--- config.mk ---
export PLATFORM = sky130hd
export DESIGN_NAME = mem_dump_tx
export DESIGN_NICKNAME = d
export VERILOG_FILES = /design/src/rtl/mem_dump_tx.sv
export SDC_FILE = /design/constraint.sdc
export NUM_CORES = 1
export LEC_CHECK = 0
export ABC_CLOCK_PERIOD_IN_PS = 1800
export CAP_MARGIN = 20
export CORE_MARGIN = 2
export CORE_UTILIZATION = 45
export DETAILED_ROUTE_END_ITERATION = 10
export PLACE_DENSITY = 0.8
export SYNTH_ARGS = -nofsm -noshare
export SYNTH_HDL_FRONTEND = slang
export SYNTH_SLANG_ARGS = --single-unit
--- constraint.sdc ---
create_clock -name clk_ -period 1.8 [get_ports clk_]
set_input_delay 0.45 -clock clk_ [delete_from_list [all_inputs] [get_ports clk_]]
set_output_delay 0.45 -clock clk_ [all_outputs]
set_load 0.005 [all_outputs]
--- src/rtl/mem_dump_tx.sv ---
// Memory dump transmitter: reads a range of word-indexed memory and streams each
// entry over an 8N1 UART line as an 8-byte {byte address, word} frame, MSB first.
module mem_dump_tx #(
  parameter int CLKS_PER_BIT = 16,
  parameter int ADDR_W       = 10
) (
  input  logic              clk_,
  input  logic              rst_n,
  input  logic              start,
  input  logic [ADDR_W-1:0] base_idx,
  input  logic [ADDR_W:0]   count,
  output logic              mem_rd,
  output logic [ADDR_W-1:0] mem_addr,
  input  logic [31:0]       mem_rdata,
  output logic              tx,
  output logic              busy,
  output logic              done
);

  localparam int CW = (CLKS_PER_BIT > 1) ? $clog2(CLKS_PER_BIT) : 1;

  typedef enum logic [2:0] {IDLE, READ, LATCH, SEND, DONE} state_t;

  state_t            state, state_n;
  logic [ADDR_W-1:0] idx, idx_n;
  logic [ADDR_W:0]   remaining, remaining_n;
  logic [63:0]       frame, frame_n;
  logic [2:0]        byte_cnt, byte_cnt_n;
  logic [3:0]        bit_cnt, bit_cnt_n;
  logic [CW-1:0]     clk_cnt, clk_cnt_n;
  logic              tx_n, busy_n, done_n, mem_rd_n;
  logic [ADDR_W-1:0] mem_addr_n;
  logic [7:0]        cur_byte;

  // The byte on the wire is always the top of the frame; it shifts up per byte.
  assign cur_byte = frame[63:56];

  // NOTE: every signal driven here gets a default first, so no path leaves one
  // unassigned and no latch is inferred.
  always_comb begin
    state_n     = state;
    idx_n       = idx;
    remaining_n = remaining;
    frame_n     = frame;
    byte_cnt_n  = byte_cnt;
    bit_cnt_n   = bit_cnt;
    clk_cnt_n   = clk_cnt;
    tx_n        = 1'b1;
    busy_n      = busy;
    done_n      = 1'b0;
    mem_rd_n    = 1'b0;
    mem_addr_n  = mem_addr;

    case (state)
      IDLE: begin
        if (start) begin
          busy_n      = 1'b1;
          idx_n       = base_idx;
          remaining_n = count;
          if (count != '0) begin
            state_n    = READ;
            mem_rd_n   = 1'b1;
            mem_addr_n = base_idx;
          end else begin
            state_n = DONE;
          end
        end
      end

      READ: state_n = LATCH;

      LATCH: begin
        state_n     = SEND;
        frame_n     = {32'({idx, 2'b00}), mem_rdata};
        idx_n       = idx + ADDR_W'(1);
        remaining_n = remaining - (ADDR_W + 1)'(1);
        byte_cnt_n  = '0;
        bit_cnt_n   = '0;
        clk_cnt_n   = '0;
        tx_n        = 1'b0;
      end

      SEND: begin
        tx_n = tx;
        if (clk_cnt == CW'(CLKS_PER_BIT - 1)) begin
          clk_cnt_n = '0;
          if (bit_cnt == 4'd9) begin
            if (byte_cnt == 3'd7) begin
              tx_n = 1'b1;
              if (remaining != '0) begin
                state_n    = READ;
                mem_rd_n   = 1'b1;
                mem_addr_n = idx;
              end else begin
                state_n = DONE;
                busy_n  = 1'b0;
                done_n  = 1'b1;
              end
            end else begin
              byte_cnt_n = byte_cnt + 3'd1;
              frame_n    = {frame[55:0], 8'h00};
              bit_cnt_n  = '0;
              tx_n       = 1'b0;
            end
          end else begin
            // bit_cnt k is on the wire now; the next bit is data bit k or the stop bit.
            bit_cnt_n = bit_cnt + 4'd1;
            tx_n      = (bit_cnt == 4'd8) ? 1'b1 : cur_byte[bit_cnt[2:0]];
          end
        end else begin
          clk_cnt_n = clk_cnt + CW'(1);
        end
      end

      DONE: begin
        // Arriving from IDLE (count=0) done is still low: spend one more cycle to pulse it.
        if (!done) begin
          busy_n = 1'b0;
          done_n = 1'b1;
        end else begin
          state_n = IDLE;
        end
      end

      default: state_n = IDLE;
    endcase
  end

  // NOTE: sequential state uses non-blocking assignments so every register
  // samples the pre-edge values computed above.
  always_ff @(posedge clk_ or negedge rst_n) begin
    if (!rst_n) begin
      state     <= IDLE;
      idx       <= '0;
      remaining <= '0;
      frame     <= '0;
      byte_cnt  <= '0;
      bit_cnt   <= '0;
      clk_cnt   <= '0;
      tx        <= 1'b1;
      busy      <= 1'b0;
      done      <= 1'b0;
      mem_rd    <= 1'b0;
      mem_addr  <= '0;
    end else begin
      state     <= state_n;
      idx       <= idx_n;
      remaining <= remaining_n;
      frame     <= frame_n;
      byte_cnt  <= byte_cnt_n;
      bit_cnt   <= bit_cnt_n;
      clk_cnt   <= clk_cnt_n;
      tx        <= tx_n;
      busy      <= busy_n;
      done      <= done_n;
      mem_rd    <= mem_rd_n;
      mem_addr  <= mem_addr_n;
    end
  end

endmodule

# [After elaboration in Yosys (flattened, before gate mapping)]
# Cells that the tools add are included.
[word_totals] in_bits=56 wordCells=110 output_inout_bits=14 reg_bits=113
[op_classes] eq_ne=19 n_reduce_logical=13 n_addsub=5 magnitude_cmp=1 muxes=60
[ops] cell="two-way mux 64 bit" n=3
[ops] cell="case mux 64 bit (2 select lines)" n=1
[ops] cell="two-way mux 10 bit" n=7
[ops] cell="case mux 10 bit (2 select lines)" n=2
[ops] cell="two-way mux 3 bit" n=10
[ops] cell="two-way mux 1 bit" n=22
[ops] cell="case mux 11 bit (2 select lines)" n=1
[ops] cell="nonzero test 11 bit" n=2
[ops] cell="!= test 2 bit (second input constant)" n=10
[ops] cell="two-way mux 4 bit" n=4
[ops] cell="case mux 4 bit (2 select lines)" n=2
[ops] cell="case mux 3 bit (5 select lines)" n=1
[ops] cell="AND reduction 7 bit" n=2
[ops] cell="equality test 4 bit (second input constant)" n=3
[ops] cell="two-way mux 11 bit" n=1
[ops] cell="subtractor 11 x 1 -> 11 bit (second input constant)" n=1
[ops] cell="adder 10 x 1 -> 10 bit (second input constant)" n=1
[ops] cell="adder 4 x 1 -> 4 bit (second input constant)" n=2
[ops] cell="equality test 3 x 2 -> 1 bit (second input constant)" n=2
[ops] cell="equality test 3 bit (second input constant)" n=2
[ops] cell="case mux 1 bit (2 select lines)" n=3
[ops] cell="case mux 3 bit (2 select lines)" n=1
[ops] cell="nonzero test 2 bit" n=3
[ops] cell="AND reduction 5 bit" n=1
[ops] cell="11 further kinds" n=11

# [Logic depth before layout (Yosys ltp)]
[depth] ltp_word=6 depth_mapped=8

# [Least setup slack after synthesis]
# OpenSTA, ideal clock, no wires.
[synth_timing] path_kind="register -> register" start="register clk_cnt[0]" end="register frame[53]" setup_ns=0.125 t_arrival_ns=1.785 path_slack_ns=-0.110 required_time_ns=1.675 path_stages_with_launch=9 path_cell_list="dfrtp_1 ha_1 and3_1 clkbuf_1 a31o_1 buf_4 nand2_4 buf_6 mux2_4"
[synth_via] elab_chain_cells=3
[synth_lines] element="start: declaration" line_no="30" source="logic [CW-1:0] clk_cnt, clk_cnt_n;"
[synth_lines] element="start signal: assignment" line_no="152" source="clk_cnt <= clk_cnt_n;"
[synth_lines] element="equality test 4 bit" line_no="85" source="if (clk_cnt == CW'(CLKS_PER_BIT - 1)) begin"
[synth_lines] element="!= test 2 bit (no line)"
[synth_lines] element="AND reduction 4 bit (no line)"
[synth_lines] element="end signal: assignment" line_no="149" source="frame <= frame_n;"
[synth_lines] element="end: declaration" line_no="27" source="logic [63:0] frame, frame_n;"
# Every way passes these cells.
# A chain may end at the register's enable or synchronous reset.

# [Worst setup path in the final report]
[layout_timing] start="register state[0]" end="register remaining[7]"
[layout_via] elab_chain_cells=3
[layout_lines] element="start: declaration" line_no="24" source="state_t state, state_n;"
[layout_lines] element="start signal: assignment" line_no="146" source="state <= state_n;"
[layout_lines] element="equality test 3 x 2 -> 1 bit or zero test 3 bit (tied branches)" line_no="54" source="case (state)"
[layout_lines] element="nonzero test 2 bit (no line) or != test 2 bit (tied branches)"
[layout_lines] element="AND reduction 2 bit (no line)"
[layout_lines] element="end signal: assignment" line_no="148" source="remaining <= remaining_n;"
[layout_lines] element="end: declaration" line_no="26" source="logic [ADDR_W:0] remaining, remaining_n;"
# Several ways; a longest one is shown, not always the timed one.

==> reports/qor.txt <==
outcome: finished with violations
failing checks: negative setup slack
pwr dens: 1000 mW/mm2
Syn Area/Cell: 9.96 um2
Clock transition at path regs: 0.06 ns
minimum clock period: 1.83 ns
Post-synth top flop: dfrtp_1
# H-tree levels: 4
layout net count: 770
CTS Buf Count: 17
Initial Util: 0.461
DRC: 0
Peak VDD IR: 0.527 mV
GR Overflow Total: 0
CTS tree: done
commonest non-fill, non-tap cell in the layout: dfrtp_1
crit path kind: flip-flop to flip-flop
synth top area cells: dfrtp_1 (48%), nand2_1 (6.7%), a41oi_1 (5.1%), a21oi_1 (4.1%), mux2i_1 (3.4%)
Starting DRT DRC Count: 476
crit path max fanout: 7
vias: 5285
syn nets: 646
cell chain of the critical path: buf_6 -> buf_4 -> nor3b_2 -> nand3_1 -> o211a_1 -> a221o_1
core area: 0.0126 mm2
XOR/XNOR Fraction of Synth Area: 0.00151
Net Sw Frac: 0.279
number of diodes: 0
max incr delay on CP: 0.46 ns
largest family of logic cells by synthesized area: compound AO/OA/AOI/OAI gates
final instance area: 0.00796 mm2
root buf cell: clkbuf_16
warnings from Yosys: 0
Rows: 41
Critical Path Sink Type: flip-flop
RSZ-0062 raised after global routing: true
Pins Over Slew Limit: 0
part of the power in combinational logic: 0.184
RePlAce Congestion: 0.886
Pint: 5.75 mW
# IOs: 70
Worst Tran Pin Value: 0.382 ns
WL final: 16400 um
total track usage: 0.222
Post-Synth Simple-Gate Area: 0.154
Yosys cell types: 68
largest net degree at the start of global routing: 77
Final period util: 1.01
post-route worst setup slack: -0.0254 ns
Synth top area share: 0.482
Final ANT Viol Nets: 0
Worst Path Arrival: 2.12 ns
Final Hold Viols: 0
FMAX: 548 MHz
DR pass1 iterations: 5
clock sinks: 113
DR WL/cell: 18.3 um
hpwl dp: 9550 um
Yosys reg bits: 113
CP Data Required Time: 2.10 ns
vias in the first global route: 5047
fillers: 941
number of synthesized flops with an enable pin: 0
first-pass GRT wire length: 24900 um
Cell Area, Synth: 0.00581 mm2
Leak: 3.59 nW
fraction of layout cells with a size suffix above 1: 0.245
commonest cells after routing, fill and taps aside: dfrtp_1 (110), nand2_1 (104), buf_4 (71), clkdlybuf4s50_1 (65), a21oi_1 (47)
Clk network pwr share: 0.409
Setup Skew: 0.00702 ns
async set-or-reset flop fraction in the synthesized netlist: 1.00
Flop pwr share: 0.407
Die Span Y: 118 um
crit path launch type: flip-flop
setup violators final: 2
mux cell area share after synthesis: 0.0983
adder-cell share of the synthesized area: 0.0129
final hold slack: 0.422 ns
# port buffers: 69
width of the die: 118 um
Clock Path Buffers: 2
area leader, netlist: dfrtp_1
sequential area share after synthesis: 0.487
Placement Cell Area: 0.00704 mm2
initial antenna violation count: 0
die area: 0.0138 mm2
R2R Setup Slk: -0.03 ns
maxcap violations: 0
vias per cell: 5.92
cells after synthesis: 584
Crit-path slowest cell: dfrtp_2
post-synthesis compound-gate area fraction: 0.184
Slew headroom: 0.743
Switching Power: 2.23 mW
Hold Path Class: input port to flip-flop
Skew-Pair Late Insertion Delay: 0.42 ns
area delta synth->final: 36.8%
==> final timing paths <==
| check | startpoint | to | cells past startpoint |
|---|---|---|---|
| hold reg to reg | frame[0]$_DFFE_PN0P_ | frame[0]$_DFFE_PN0P_ | 1 |
| min in group asynchronous | rst_n | remaining[1]$_DFFE_PN0P_ | 2 |
| max in group asynchronous | rst_n | frame[14]$_DFFE_PN0P_ | 3 |
| setup / recovery | state[0]$_DFFE_PN0P_ | remaining[7]$_DFFE_PN0P_ | 6 |
| hold / removal | count[5] | remaining[5]$_DFFE_PN0P_ | 4 |
| setup reg to reg | state[0]$_DFFE_PN0P_ | remaining[7]$_DFFE_PN0P_ | 6 |
==> kinds of logic (layout without fill, tap and decap cells) <==
group / after synthesis / count (layout)
adder cells (fa/ha/maj): 6 / 6
flip-flops: 113 / 113
XOR/XNOR: 1 / 1
AO/OA/AOI/OAI: 152 / 153
multiplexers: 47 / 47
AND/OR/NAND/NOR: 188 / 188
buffers and inverters: 77 / 213
==> critical path, delay by kind of cell, from the launching register on <==
kind,cells,cell delay (ns)
AOI/OAI and AO/OA,2,0.53
buffers and inverters,2,0.27
and+or+nand+nor,2,0.44
DFF,1,0.46
==> repair_timing <==
item | 4_1_cts | 5_1_grt
pin swaps | 2 | 9
hold endpoints to repair | 14 | 0
cloned | 1 | 2
setup buffers | 2 | 14
hold buffers | 1 | 0
endpoints found under the setup margin | 21 | 79
resized for setup | 13 | 20
==> area by class of cell <==
| type | count | area, um2 | area share |
|---|---|---|---|
| Clock buffer | 19 | 433 | 0.0544 |
| Timing Repair Buffer | 152 | 1440 | 0.181 |
| Clock inverter | 13 | 140 | 0.0176 |
| Sequential cell | 113 | 2830 | 0.356 |
| Inverter | 29 | 109 | 0.0137 |
| Tap cell | 172 | 215 | 0.0271 |
| Multi-Input combinational cell | 395 | 2790 | 0.351 |
==> flip-flops by register name, summed over array words and instances (netlist names) <==
| name | count |
|---|---|
| bit_cnt | 4 |
| busy | 1 |
| byte_cnt | 3 |
| clk_cnt | 4 |
| done | 1 |
| frame | 64 |
| idx | 10 |
| mem_addr | 10 |
| mem_rd | 1 |
| remaining | 11 |
| state | 3 |
| tx | 1 |
==> synth_stat cells (3+ instances only) <==
| cell type | number |
|---|---|
| and3_1 | 6 |
| a41oi_1 | 34 |
| inv_1 | 29 |
| nand2_1 | 104 |
| buf_6 | 4 |
| a221o_1 | 5 |
| mux2_2 | 13 |
| o22ai_1 | 6 |
| nor3_1 | 7 |
| ha_1 | 6 |
| a311oi_1 | 4 |
| a21oi_1 | 48 |
| nor2_1 | 30 |
| mux2i_1 | 20 |
| a211oi_1 | 4 |
| nor3b_1 | 3 |
| clkbuf_1 | 17 |
| nand3_1 | 11 |
| a32o_1 | 8 |
| buf_2 | 20 |
| o21ai_0 | 19 |
| dfrtp_1 | 112 |
| buf_4 | 5 |
| mux2_4 | 12 |
==> per-layer routing <==
layer,GRT usage,up-vias,share of wire
met5,0,-,0
met4,0.0904,0,0.031
met3,0.0494,57,0.067
met2,0.357,236,0.50
met1,0.291,2612,0.40
li1,-,2380,-
==> per-stage QoR <==
step | instances | power [mW] | utilization | setup slack (ns) | setup TNS, ns
global placement | 841 | 4.53 | 0.558 | -0.367 | -8.11
global route | 893 | 8.34 | 0.630 | -0.111 | -0.792
floorplan | 584 | 3.97 | - | -0.0370 | -0.441
detailed placement | 841 | 4.61 | 0.558 | -0.418 | -9.60
CTS | 877 | 7.90 | 0.610 | -0.00381 | -0.00381
finish | 893 | 7.98 | 0.630 | -0.0254 | -0.0255
==> power groups by stage <==
stage	sequential (mW)	combinational (mW)	clock, mW
after floorplan	3.19	0.783	0
after global placement	3.23	1.29	0
after detailed placement	3.25	1.36	0
after CTS	3.23	1.41	3.27
after global routing	3.29	1.63	3.42
final	3.25	1.47	3.26
Note: power is estimated with default switching activity, not from simulation.
==> patch, RTL diff (same flow settings) <==
`mem_addr` no longer has a reset.
--- a/src/rtl/mem_dump_tx.sv
+++ b/src/rtl/mem_dump_tx.sv
@@ -142,5 +142,4 @@
       done      <= 1'b0;
       mem_rd    <= 1'b0;
-      mem_addr  <= '0;
     end else begin
       state     <= state_n;
@@ -155,6 +154,9 @@
       done      <= done_n;
       mem_rd    <= mem_rd_n;
-      mem_addr  <= mem_addr_n;
     end
+  end
+
+  always_ff @(posedge clk_) begin
+    mem_addr <= mem_addr_n;
   end
 
Behaviour: not the same (Yosys sat finds a counterexample within 4 cycles, from zero or initial values and one cycle with rst_n low).
==> patch against the unedited design <==
The run still ends with negative setup slack left. Sequential cell count is the same. Worst setup slack lost 0.046 ns. Non-clock buffer count grew 14. Critical endpoint is now mem_addr[6]$_DFFE_PP_. Critical path type unchanged. Area after synthesis shrank 2.1%. Design area grew 6.5%. Routed wire length shrank 0.29%. Global-route usage grew 2.3 points. Final cell count grew 0.90%. Largest cell class is now multi-input combinational cells.
Power is not compared: it rests on default switching activity, and its combinational part moved more than twofold at a synthesized area within 25%.
==> patch: results (changes against the unedited design) <==
top cells by area, synth dfrtp_1 45%, nand2_1 9.4%, mux2_2 7.5%; Critical Path Fanout Max 5 (-2); failing checks negative setup slack; worst-margin pin slew 0.582 ns (+0.200 ns); hpwl dp 9.42 mm (-1.4%); pin count of the biggest net entering global routing 71 (-7.8%); DRT iter0 DRCs 383 (-20%); setup ws final -0.0714 ns (-0.0460 ns); post-cts sizing count 67 (+54); CP peak stage delay 0.40 ns (-0.06 ns); Min-Delay Path Class input pin to asynchronous set/reset pin; register area share after synthesis 0.506 (+0.0194); cell family with most CP delay buffers and inverters; GRT Total Usage 0.245 (+0.0228); Max Clock Skew 0.00894 ns (+0.00192 ns); final setup fails 38 (+36); number of synthesized flops with an enable pin 10 (+10); first-pass GRT wire length 25.3 mm (+1.6%); wire length per cell 18.1 um (-1.2%); vias in the first global route 5194 (+2.9%); Distinct cells, synth 66 (-2.9%); setup bufs post-CTS 17 (+15); Layout Nets 779 (+1.2%); placed cell count 833 (-0.95%); most instantiated cells after synthesis 143 x nand2_1, 102 x dfrtp_1, 38 x mux2_2; Worst path slowest cell dfrtp_1; Async SR Flop Fraction 0.912 (-0.0885); outcome complete, but fails checks; top-area cell type share of the netlist area 0.449 (-0.0335); setup TNS -1.87 ns (-1.85 ns); synthesized area per cell 10.0 sq um (+0.80%); Synthesized Nets 629 (-2.6%); Layout fillers 837 (-11%); Worst EP arrival 2.06 ns (-0.06 ns); Non-Filler Instances 901 (+0.90%); M1 GR Usage 0.286 (-0.00429); layout cells sized above 1 0.300 (+0.0549)
patch: worst paths after layout:
check / from / endpoint / slack, ns / cells past startpoint
min in group clk_: busy$_DFFE_PN0P_ / busy$_DFFE_PN0P_ / 0.51 / 1
setup reg to reg: remaining[1]$_DFFE_PN0P_ / mem_addr[6]$_DFFE_PP_ / -0.07 / 10
hold reg to reg: busy$_DFFE_PN0P_ / busy$_DFFE_PN0P_ / 0.51 / 1
setup / recovery: remaining[1]$_DFFE_PN0P_ / mem_addr[6]$_DFFE_PP_ / -0.07 / 10
hold / removal: rst_n / frame[21]$_DFFE_PN0P_ / 0.45 / 2
max in group asynchronous: rst_n / tx$_DFFE_PN1N_ / 0.78 / 3
patch: cell type report:
type,count,area share
Inverter,31,0.0140
Timing Repair Buffer,166,0.208
Clock buffer,22,0.0573
Clock inverter,9,0.0124
Sequential cell,113,0.340
Multi-Input combinational cell,388,0.343
Tap cell,172,0.0254
patch: stage by stage:
stage,setup slack [ns],cell area [sq um]
after floorplan,-0.109,5740
after global placement,-0.261,6980
after detailed placement,-0.332,6980
after CTS,-0.0791,8130
after global routing,-0.119,8470
final,-0.0714,8470
patch: logic make-up after synthesis:
| group | share of synthesized area |
|---|---|
| DFF | 0.506 |
| buffers and inverters | 0.0536 |
| muxes | 0.130 |
| xor gates and xnor gates | 0.00154 |
| and+or+nand+nor | 0.185 |
| AOI/OAI and AO/OA | 0.111 |
| adders and majority gates | 0.0132 |
patch: routing by layer:
layer  part of all wire  vias to the layer above
met2               0.52                      212
li1                   -                     2274
met5                  0                        -
met3              0.057                       45
met4              0.029                        0
met1               0.39                     2477
patch: where the power goes:
part / switching (mW) / internal [mW]
Sequential: 0.799 / 3.63
Clock: 1.19 / 2.18
Combinational: 3.51 / 4.18
